[config.mk]
export PLATFORM = sky130hd
export DESIGN_NAME = instr_fetch
export DESIGN_NICKNAME = d
export VERILOG_FILES = /design/src/rtl/instr_fetch.sv
export SDC_FILE = /design/constraint.sdc
export NUM_CORES = 1
export LEC_CHECK = 0
export ABC_CLOCK_PERIOD_IN_PS = 9900
export CAP_MARGIN = 10
export CORE_MARGIN = 1.5
export CORE_UTILIZATION = 59
export DETAILED_ROUTE_END_ITERATION = 10
export GPL_TIMING_DRIVEN = 0
export PLACE_DENSITY = 0.94
export SETUP_SLACK_MARGIN = 0.02
export SYNTH_ARGS = -nofsm -noshare
export SYNTH_HDL_FRONTEND = slang
export SYNTH_SLANG_ARGS = --single-unit
[constraint.sdc]
create_clock -name clk -period 9.9 [get_ports clk]
set_input_delay 0.99 -clock clk [delete_from_list [all_inputs] [get_ports clk]]
set_output_delay 0.99 -clock clk [all_outputs]
set_load 0.01 [all_outputs]
[src/rtl/instr_fetch.sv]
// -----------------------------------------------------------------------------
// instr_fetch
//   Instruction fetch stage feeding decode. Holds the PC and issues word reads
//   to instruction memory. Returned words go into a small FIFO together with
//   the address they were fetched from. Decode sees {opcode, pc} over a
//   valid/ready handshake. A redirect flushes the FIFO and discards every
//   response still in flight; the stage then restarts at the new PC.
//
// Parameters
//   N         PC / address width
//   RESET_PC  PC after reset (bits [1:0] forced to 0)
//   DEPTH     FIFO entries and max outstanding requests (power of 2, >= 2)
//
// Ports
//   clk, rst                        clock, asynchronous active-high reset
//   mem_req_valid/ready/addr        word read request to instruction memory
//   mem_rsp_valid/data              in-order read data, one per accepted request
//   redirect_valid/redirect_pc      branch/jump target; flushes the stage
//   out_valid/out_ready             handshake towards decode
//   out_opcode/out_pc               FIFO head: instruction word and its address
//
// Optional feature (macro FETCH_PERF_EN)
//   perf_fetched  saturating count of instructions accepted by decode
//   perf_flushed  saturating count of FIFO entries + in-flight responses
//                 discarded by redirects
// -----------------------------------------------------------------------------
module instr_fetch #(
    parameter int             N        = 32,
    parameter logic [N-1:0]   RESET_PC = '0,
    parameter int             DEPTH    = 4
) (
    input  logic          clk,
    input  logic          rst,
    output logic          mem_req_valid,
    input  logic          mem_req_ready,
    output logic [N-1:0]  mem_req_addr,
    input  logic          mem_rsp_valid,
    input  logic [31:0]   mem_rsp_data,
    input  logic          redirect_valid,
    input  logic [N-1:0]  redirect_pc,
    output logic          out_valid,
    input  logic          out_ready,
    output logic [31:0]   out_opcode,
    output logic [N-1:0]  out_pc
`ifdef FETCH_PERF_EN
    ,
    output logic [31:0]   perf_fetched,
    output logic [31:0]   perf_flushed
`endif
);

    localparam int           AW      = $clog2(DEPTH);
    localparam int           CW      = AW + 1;
    localparam logic [CW:0]  DEPTH_L = (CW + 1)'(DEPTH);
    localparam logic [N-1:0] ALIGN   = ~N'(3);

    typedef enum logic {RUN, DRAIN} state_t;

    state_t          state_q, state_d;
    logic [N-1:0]    pc_q, pc_d;
    logic [CW-1:0]   outstanding_q, outstanding_d;
    logic [CW-1:0]   drop_q, drop_d;
    logic [CW-1:0]   fifo_count_q, fifo_count_d;
    logic [AW-1:0]   fifo_rd_q, fifo_rd_d, fifo_wr_q, fifo_wr_d;
    logic [AW-1:0]   aq_rd_q, aq_rd_d, aq_wr_q, aq_wr_d;
    // Holds off requests for the first cycle after reset so that
    // mem_req_valid reads 0 both during and right out of reset.
    logic            running_q;

    // Instruction FIFO plus the side queue of request addresses; the side
    // queue advances on every response, kept or discarded, so it always
    // lines up with the in-order response stream.
    logic [31:0]     fifo_op_mem [DEPTH];
    logic [N-1:0]    fifo_pc_mem [DEPTH];
    logic [N-1:0]    aq_mem      [DEPTH];

    logic [CW:0]     inflight_total;
    logic            req_accept;
    logic            out_accept;
    logic            push;
    logic            pop;
    logic [CW-1:0]   rsp_dec;

    assign inflight_total = {1'b0, outstanding_q} + {1'b0, fifo_count_q};
    assign mem_req_valid  = running_q && (state_q == RUN) && !redirect_valid
                            && (inflight_total < DEPTH_L);
    assign mem_req_addr   = pc_q;
    assign req_accept     = mem_req_valid && mem_req_ready;

    assign out_valid      = (fifo_count_q != '0);
    assign out_opcode     = out_valid ? fifo_op_mem[fifo_rd_q] : '0;
    assign out_pc         = out_valid ? fifo_pc_mem[fifo_rd_q] : '0;
    // A same-cycle out_ready during a redirect still accepts the head; the
    // flush then empties the FIFO anyway.
    assign out_accept     = out_valid && out_ready;
    assign pop            = out_accept && !redirect_valid;
    assign push           = mem_rsp_valid && (state_q == RUN) && !redirect_valid;
    assign rsp_dec        = CW'(mem_rsp_valid);

    always_comb begin
        state_d       = state_q;
        pc_d          = pc_q;
        drop_d        = drop_q;
        fifo_count_d  = fifo_count_q;
        fifo_rd_d     = fifo_rd_q;
        fifo_wr_d     = fifo_wr_q;
        aq_rd_d       = aq_rd_q;
        aq_wr_d       = aq_wr_q;
        outstanding_d = outstanding_q + CW'(req_accept) - rsp_dec;

        if (req_accept) begin
            pc_d    = pc_q + N'(4);
            aq_wr_d = aq_wr_q + AW'(1);
        end
        if (mem_rsp_valid) begin
            aq_rd_d = aq_rd_q + AW'(1);
        end

        case (state_q)
            RUN: begin
                if (redirect_valid) begin
                    fifo_count_d = '0;
                    fifo_rd_d    = '0;
                    fifo_wr_d    = '0;
                    pc_d         = redirect_pc & ALIGN;
                    // The response arriving now is already discarded.
                    drop_d       = outstanding_q - rsp_dec;
                    state_d      = (drop_d != '0) ? DRAIN : RUN;
                end else begin
                    fifo_count_d = fifo_count_q + CW'(push) - CW'(pop);
                    fifo_wr_d    = fifo_wr_q + AW'(push);
                    fifo_rd_d    = fifo_rd_q + AW'(pop);
                end
            end
            DRAIN: begin
                if (redirect_valid) begin
                    pc_d = redirect_pc & ALIGN;
                end
                drop_d  = drop_q - rsp_dec;
                state_d = (drop_d == '0) ? RUN : DRAIN;
            end
            default: state_d = RUN;
        endcase
    end

    always_ff @(posedge clk or posedge rst) begin
        if (rst) begin
            state_q       <= RUN;
            pc_q          <= RESET_PC & ALIGN;
            outstanding_q <= '0;
            drop_q        <= '0;
            fifo_count_q  <= '0;
            fifo_rd_q     <= '0;
            fifo_wr_q     <= '0;
            aq_rd_q       <= '0;
            aq_wr_q       <= '0;
            running_q     <= 1'b0;
        end else begin
            state_q       <= state_d;
            pc_q          <= pc_d;
            outstanding_q <= outstanding_d;
            drop_q        <= drop_d;
            fifo_count_q  <= fifo_count_d;
            fifo_rd_q     <= fifo_rd_d;
            fifo_wr_q     <= fifo_wr_d;
            aq_rd_q       <= aq_rd_d;
            aq_wr_q       <= aq_wr_d;
            running_q     <= 1'b1;
        end
    end

    // Storage arrays carry no reset; validity is tracked by the counters.
    always_ff @(posedge clk) begin
        if (push) begin
            fifo_op_mem[fifo_wr_q] <= mem_rsp_data;
            fifo_pc_mem[fifo_wr_q] <= aq_mem[aq_rd_q];
        end
        if (req_accept) begin
            aq_mem[aq_wr_q] <= pc_q;
        end
    end

`ifdef FETCH_PERF_EN
    logic [31:0] perf_fetched_q, perf_fetched_d;
    logic [31:0] perf_flushed_q, perf_flushed_d;
    logic [31:0] flush_amt;
    logic [32:0] flush_sum;

    // Entries thrown away by a redirect from RUN: FIFO contents other than
    // a head accepted in the same cycle, plus every response in flight.
    assign flush_amt = 32'(fifo_count_q) + 32'(outstanding_q) - 32'(out_accept);
    assign flush_sum = {1'b0, perf_flushed_q} + {1'b0, flush_amt};

    always_comb begin
        perf_fetched_d = perf_fetched_q;
        perf_flushed_d = perf_flushed_q;
        if (out_accept && (perf_fetched_q != '1)) begin
            perf_fetched_d = perf_fetched_q + 32'd1;
        end
        if (redirect_valid && (state_q == RUN)) begin
            perf_flushed_d = flush_sum[32] ? '1 : flush_sum[31:0];
        end
    end

    always_ff @(posedge clk or posedge rst) begin
        if (rst) begin
            perf_fetched_q <= '0;
            perf_flushed_q <= '0;
        end else begin
            perf_fetched_q <= perf_fetched_d;
            perf_flushed_q <= perf_flushed_d;
        end
    end

    assign perf_fetched = perf_fetched_q;
    assign perf_flushed = perf_flushed_q;
`endif

    // A response with nothing outstanding means the memory broke protocol.
    rsp_without_request: assert property (
        @(posedge clk) disable iff (rst) mem_rsp_valid |-> (outstanding_q != '0));

endmodule

# Word level (Yosys, flattened, before mapping)
# Memory sizes are Yosys's and may differ from the RTL's.
# Cells that the tools add are included.
[totals]
ff_bits = 51
ram_bits = 384
in_bits = 70
word_cells = 58
memories = 3
[memory_table]
columns = ["memory", "depth", "word_bits", "read_ports", "rd_ports_with_merged_regs", "wr", "line_no", "text"]
rows = [
  ["aq_mem", 4, 32, 1, 0, 1, "75", "logic [N-1:0] aq_mem [DEPTH];"],
  ["fifo_op_mem", 4, 32, 1, 0, 1, "73", "logic [31:0] fifo_op_mem [DEPTH];"],
  ["fifo_pc_mem", 4, 32, 1, 0, 1, "74", "logic [N-1:0] fifo_pc_mem [DEPTH];"],
]
[op_classes]
addsub = 12
magnitude_cmp = 1
eq_ne = 1
muxes = 17
bitwise = 1
reduce_logical = 13
[op_table]
columns = ["operator", "count"]
rows = [
  ["$mux 32", 4],
  ["$add 32x3->32 const B", 1],
  ["$sub 3x1->3", 4],
  ["$logic_and 1x1->1", 8],
  ["$mux 1", 7],
  ["$add 3x1->3", 2],
  ["$mux 3", 2],
  ["$pmux 3 s2", 1],
  ["$reduce_bool 3->1", 2],
  ["$add 2x1->2", 2],
  ["$add 2x1->2 const B", 2],
  ["$add 3x3->4", 1],
  ["$lt 4x3->1 const B", 1],
  ["$mux 2", 2],
  ["$logic_not 3->1", 1],
  ["$ne 2x2->1 const B", 1],
  ["$pmux 1 s2", 1],
  ["$reduce_bool 2->1", 1],
  ["$logic_not 1->1", 1],
  ["$not 1->1", 1],
]

# Longest topological paths before layout
[logic_depth]
ltp_word = 7
mapped_depth = 12

# Worst setup path after synthesis
# OpenSTA, ideal clock, no wires.
[synth_timing]
path_kind = "input port to flip-flop"
from = "in redirect_valid"
to = "mem fifo_op_mem[0][0], enable pin"
setup_time_ns = 0.558
arrival_ns = 5.506
required_time_ns = 9.342
slack_ns = 3.836
cell_stages = 3
path_cell_list = "nor2_1 > nand2_1 > nor3_1"
[synth_via]
elab_chain_len = 4
[synth_lines]
columns = ["item", "line_no", "text"]
rows = [
  ["from (decl)", "39", "input logic redirect_valid,"],
  ["$logic_not 1->1", "97", "assign push = mem_rsp_valid && (state_q == RUN) && !redirect_valid;"],
  ["$logic_and 1x1->1", "97", ""],
  ["$mux 1", "174", "if (push) begin"],
  ["$mux 1 (implied by the code)", "175", "fifo_op_mem[fifo_wr_q] <= mem_rsp_data;"],
  ["to (decl)", "73", ""],
]
# Every way passes these cells.

# Worst setup path after layout
[layout_timing]
from = "reg fifo_rd_q[0]"
to = "out out_pc[20]"
[layout_via]
elab_chain_len = 2
[layout_lines]
columns = ["item", "line_no", "text"]
rows = [
  ["from (decl)", "64", "logic [AW-1:0] fifo_rd_q, fifo_rd_d, fifo_wr_q, fifo_wr_d;"],
  ["from (signal assigned)", "164", "fifo_rd_q <= fifo_rd_d;"],
  ["$mem_v2 4x32", "n/a", ""],
  ["$mux 32", "92", "assign out_pc = out_valid ? fifo_pc_mem[fifo_rd_q] : '0;"],
  ["to (decl)", "44", "output logic [N-1:0] out_pc"],
]
# Every way passes these cells.

==> reports/metrics.csv <==
stage,metric,value,unit
grt,GRT Total Usage,25.7,%
timing,Achievable Freq,237,MHz
routing,Post-DRT Antenna Nets,0,
synth,Synth async-reset ratio,11.8,%
grt,largest net degree at the start of global routing,60,
clock_network,register clock-pin slew on the reported worst setup and hold paths,0.06,ns
clock_network,H-Tree Level Count,2,
critical_path,Crit Path Max Fanout,10,
power,Total Power,0.00531,W
floorplan,Rows,61,
timing,Worst Slack Setup Final,5.67,ns
routing,per-cell routed wire length,23.7,um
routing,vias,9334,
clock_network,CTS tree,done,
run_status,outcome,finished clean,
min_path,Hold Crit Class,reg2reg,
finish,fraction of layout cells with a size suffix above 1,17.2,%
floorplan,Die X,171,um
grt,global route total overflow,0,
finish,Area Growth Syn to Fin,22.0,%
finish,fill count,1617,
timing,# setup viols final,0,
synth,Post-synth EDFFs,368,
timing,fin crit share,42.7,%
critical_path,Setup crit start kind,register,
timing,RSZ-0062 raised after global routing,false,
clock_network,TritonCTS Buffers,40,
clock_network,hold buffers post-CTS,0,
timing,fin crit period,4.23,ns
clock_network,CTS sink cnt,417,
critical_path,CP arrival,3.24,ns
synth,"Distinct cells, synth",46,
floorplan,Initial Util,60.0,%
floorplan,Top Ports,168,
synth,Avg Inst Size Synth,18.5,sq um
clock_network,Root Driver,clkbuf_16,
timing,Rel. slew slack,26.1,%
placed_design,port bufs,161,
finish,diode count,0,
power,static leakage,6.83,nW
clock_network,clock latency on the worst-skew pair,0.54,ns
timing,Final Hold Violating Endpoints,0,
routing,Residual DRC,0,
routing,Detailed Route Iter0 Violations,1171,
floorplan,core area,27800,sq um
floorplan,die height,171,um
synth,sequential area share after synthesis,73.6,%
timing,Sum Neg Setup Slack,0,ns
finish,area of the multi-input gates,4160,sq um
placed_design,dpl hpwl,23900,um
critical_path,path depth of the worst reg2reg path,11,
synth,YS warnings,0,
power,PwrDens,261,nW/um^2
power,VDD IR max,190,uV
grt,first-pass GRT wire length,55000,um
synth,Mapped Cells,902,
routing,first-pass detailed-route iteration total,5,
synth,top_reg_cell synth,edfxtp_1,
critical_path,Worst Path Required,8.91,ns
flow_run,MaxCap Viol Count,0,
placed_design,GP Congestion,0.894,
routing,vias per cell,6.10,
clock_network,post_cts resized,0,
min_path,Hold Path Stages,1,
timing,Worst Skew,0.0155,ns
timing,worst slew pin tran,1.10,ns
grt,vias in the first global route,9699,
placed_design,setup slack at placement,5.76,ns
finish,nets,1211,
floorplan,die area,29300,sq um
grt,initial antenna violation count,0,
routing,Post-Route WL,36200,um
synth,Post-Synthesis Cell Area,16700,sq um
synth,#FFs+latches synth,417,
critical_path,CP Class,reg2out,
timing,Max Slew Vio Count,0,
critical_path,Critical Path End Type,output port,
clock_network,Clock Path Buffers,3,
clock_network,post-CTS setup buffer count,0,
finish,FF+latch area,12300,sq um
where the power goes:
group / switching [W] / leakage [nW] / total [W] / internal [W]
clock: 0.000629 / 0.641 / 0.00153 / 0.000898
combinational: 0.000764 / 2.29 / 0.00159 / 0.000829
sequential: 0.0000943 / 3.91 / 0.00219 / 0.00209
path summary, 6_finish.rpt:
kind	from	end	slack (ns)
worst max-delay path	fifo_rd_q[0]	out_pc[20]	5.67
worst min-delay path	outstanding_q[2]	outstanding_q[2]	0.55
worst max register to register	outstanding_q[2]	outstanding_q[2]	6.62
worst min register to register	outstanding_q[2]	outstanding_q[2]	0.55
max in group asynchronous	rst	mem_req_addr[19]	8.64
min in group asynchronous	rst	outstanding_q[0]	0.74
kinds of logic (layout without fill, tap and decap cells):
group / count (synthesis) / in the layout / synth area share, %
AO/OA/AOI/OAI: 75 / 75 / 2.86
XOR/XNOR: 8 / 8 / 0.420
adder cells (fa/ha/maj): 19 / 19 / 1.52
buffers and inverters: 67 / 314 / 1.70
flip-flops: 417 / 417 / 73.6
multiplexers: 99 / 99 / 12.8
other: 2 / 5 / 0.0450
AND/OR/NAND/NOR: 215 / 215 / 6.97
stage by stage:
stage / cells / hold WS [ns] / util, % / area [sq um]
after floorplan: 905 / 0.492 / - / 16700
after global placement: 1444 / 0.513 / 67.6 / 18800
after detailed placement: 1458 / 0.534 / 68.5 / 19000
after CTS: 1530 / 0.543 / 73.2 / 20300
after global routing: 1530 / 0.558 / 73.2 / 20300
final: 1530 / 0.549 / 73.2 / 20300
critical path, cell delays in order (launching register included):
cell and delay, ns:
dfrtp_1 0.37, clkbuf_1 0.59, buf_2 0.49, mux4_2 0.59, nor2b_1 0.15, clkdlybuf4s50_1 0.51
placed cells by master, fill, tap and decap left out, types with 3 or more instances in the layout:
master,Yosys,final
a31oi_1,6,6
buf_4,4,4
bufinv_16,0,5
and3_1,5,4
clkinvlp_4,0,3
mux4_2,92,92
nor2_1,23,21
buf_6,0,7
buf_12,0,5
o211ai_1,11,11
nor3_1,9,7
xnor2_1,6,6
clkinv_1,0,7
ha_1,17,17
nor4_1,3,3
a221o_1,4,4
mux2i_1,7,7
conb_1,2,5
a21oi_1,10,10
dfrtp_1,49,49
nand2_1,52,52
inv_1,20,19
nor2b_1,64,64
o311ai_0,5,5
edfxtp_1,368,368
nand3_1,22,22
clkdlybuf4s50_1,0,161
buf_1,3,3
clkbuf_16,0,41
and2_2,0,4
nand2b_1,4,4
clkinv_2,0,7
o21ai_0,31,31
nand4_1,14,14
buf_2,13,13
clkbuf_1,27,32
final cells by class:
type / instances / share of cell area, %
clock buffers: 47 / 5.20
repair buffers: 175 / 9.01
well taps: 378 / 2.33
plain buffers: 47 / 1.02
flip-flops and latches: 417 / 60.4
clock inverters: 25 / 1.28
inverters: 20 / 0.369
multi-input cells: 421 / 20.4
state kept, by name, indices dropped and copies added (netlist names):
| name | count |
|---|---|
| fifo_wr_q | 2 |
| state_q | 1 |
| running_q | 1 |
| aq_rd_q | 2 |
| fifo_pc_mem | 120 |
| fifo_op_mem | 128 |
| aq_wr_q | 2 |
| mem_req_addr | 30 |
| aq_mem | 120 |
| fifo_rd_q | 2 |
| drop_q | 3 |
| outstanding_q | 3 |
| fifo_count_q | 3 |
synth_stat cells (10+ instances only):
cell	count	area (sq um)
nand3_1	22	110
buf_2	13	65.1
mux4_2	92	2070
nor2b_1	64	400
o21ai_0	31	155
clkbuf_1	27	101
dfrtp_1	49	1230
nand2_1	52	195
edfxtp_1	368	11100
inv_1	20	75.1
nand4_1	14	87.6
ha_1	17	213
nor2_1	23	86.3
a21oi_1	10	50.1
o211ai_1	11	82.6
per-layer routing:
layer / vias up / part of all wire, % / GRT usage (%)
li1: 4023 / - / -
met1: 4658 / 37 / 33.4
met2: 552 / 51 / 43.7
met3: 101 / 8.7 / 4.16
met4: 0 / 3.7 / 10.8
met5: - / 0 / 0
No activity file was read; power rests on OpenSTA's default activity.
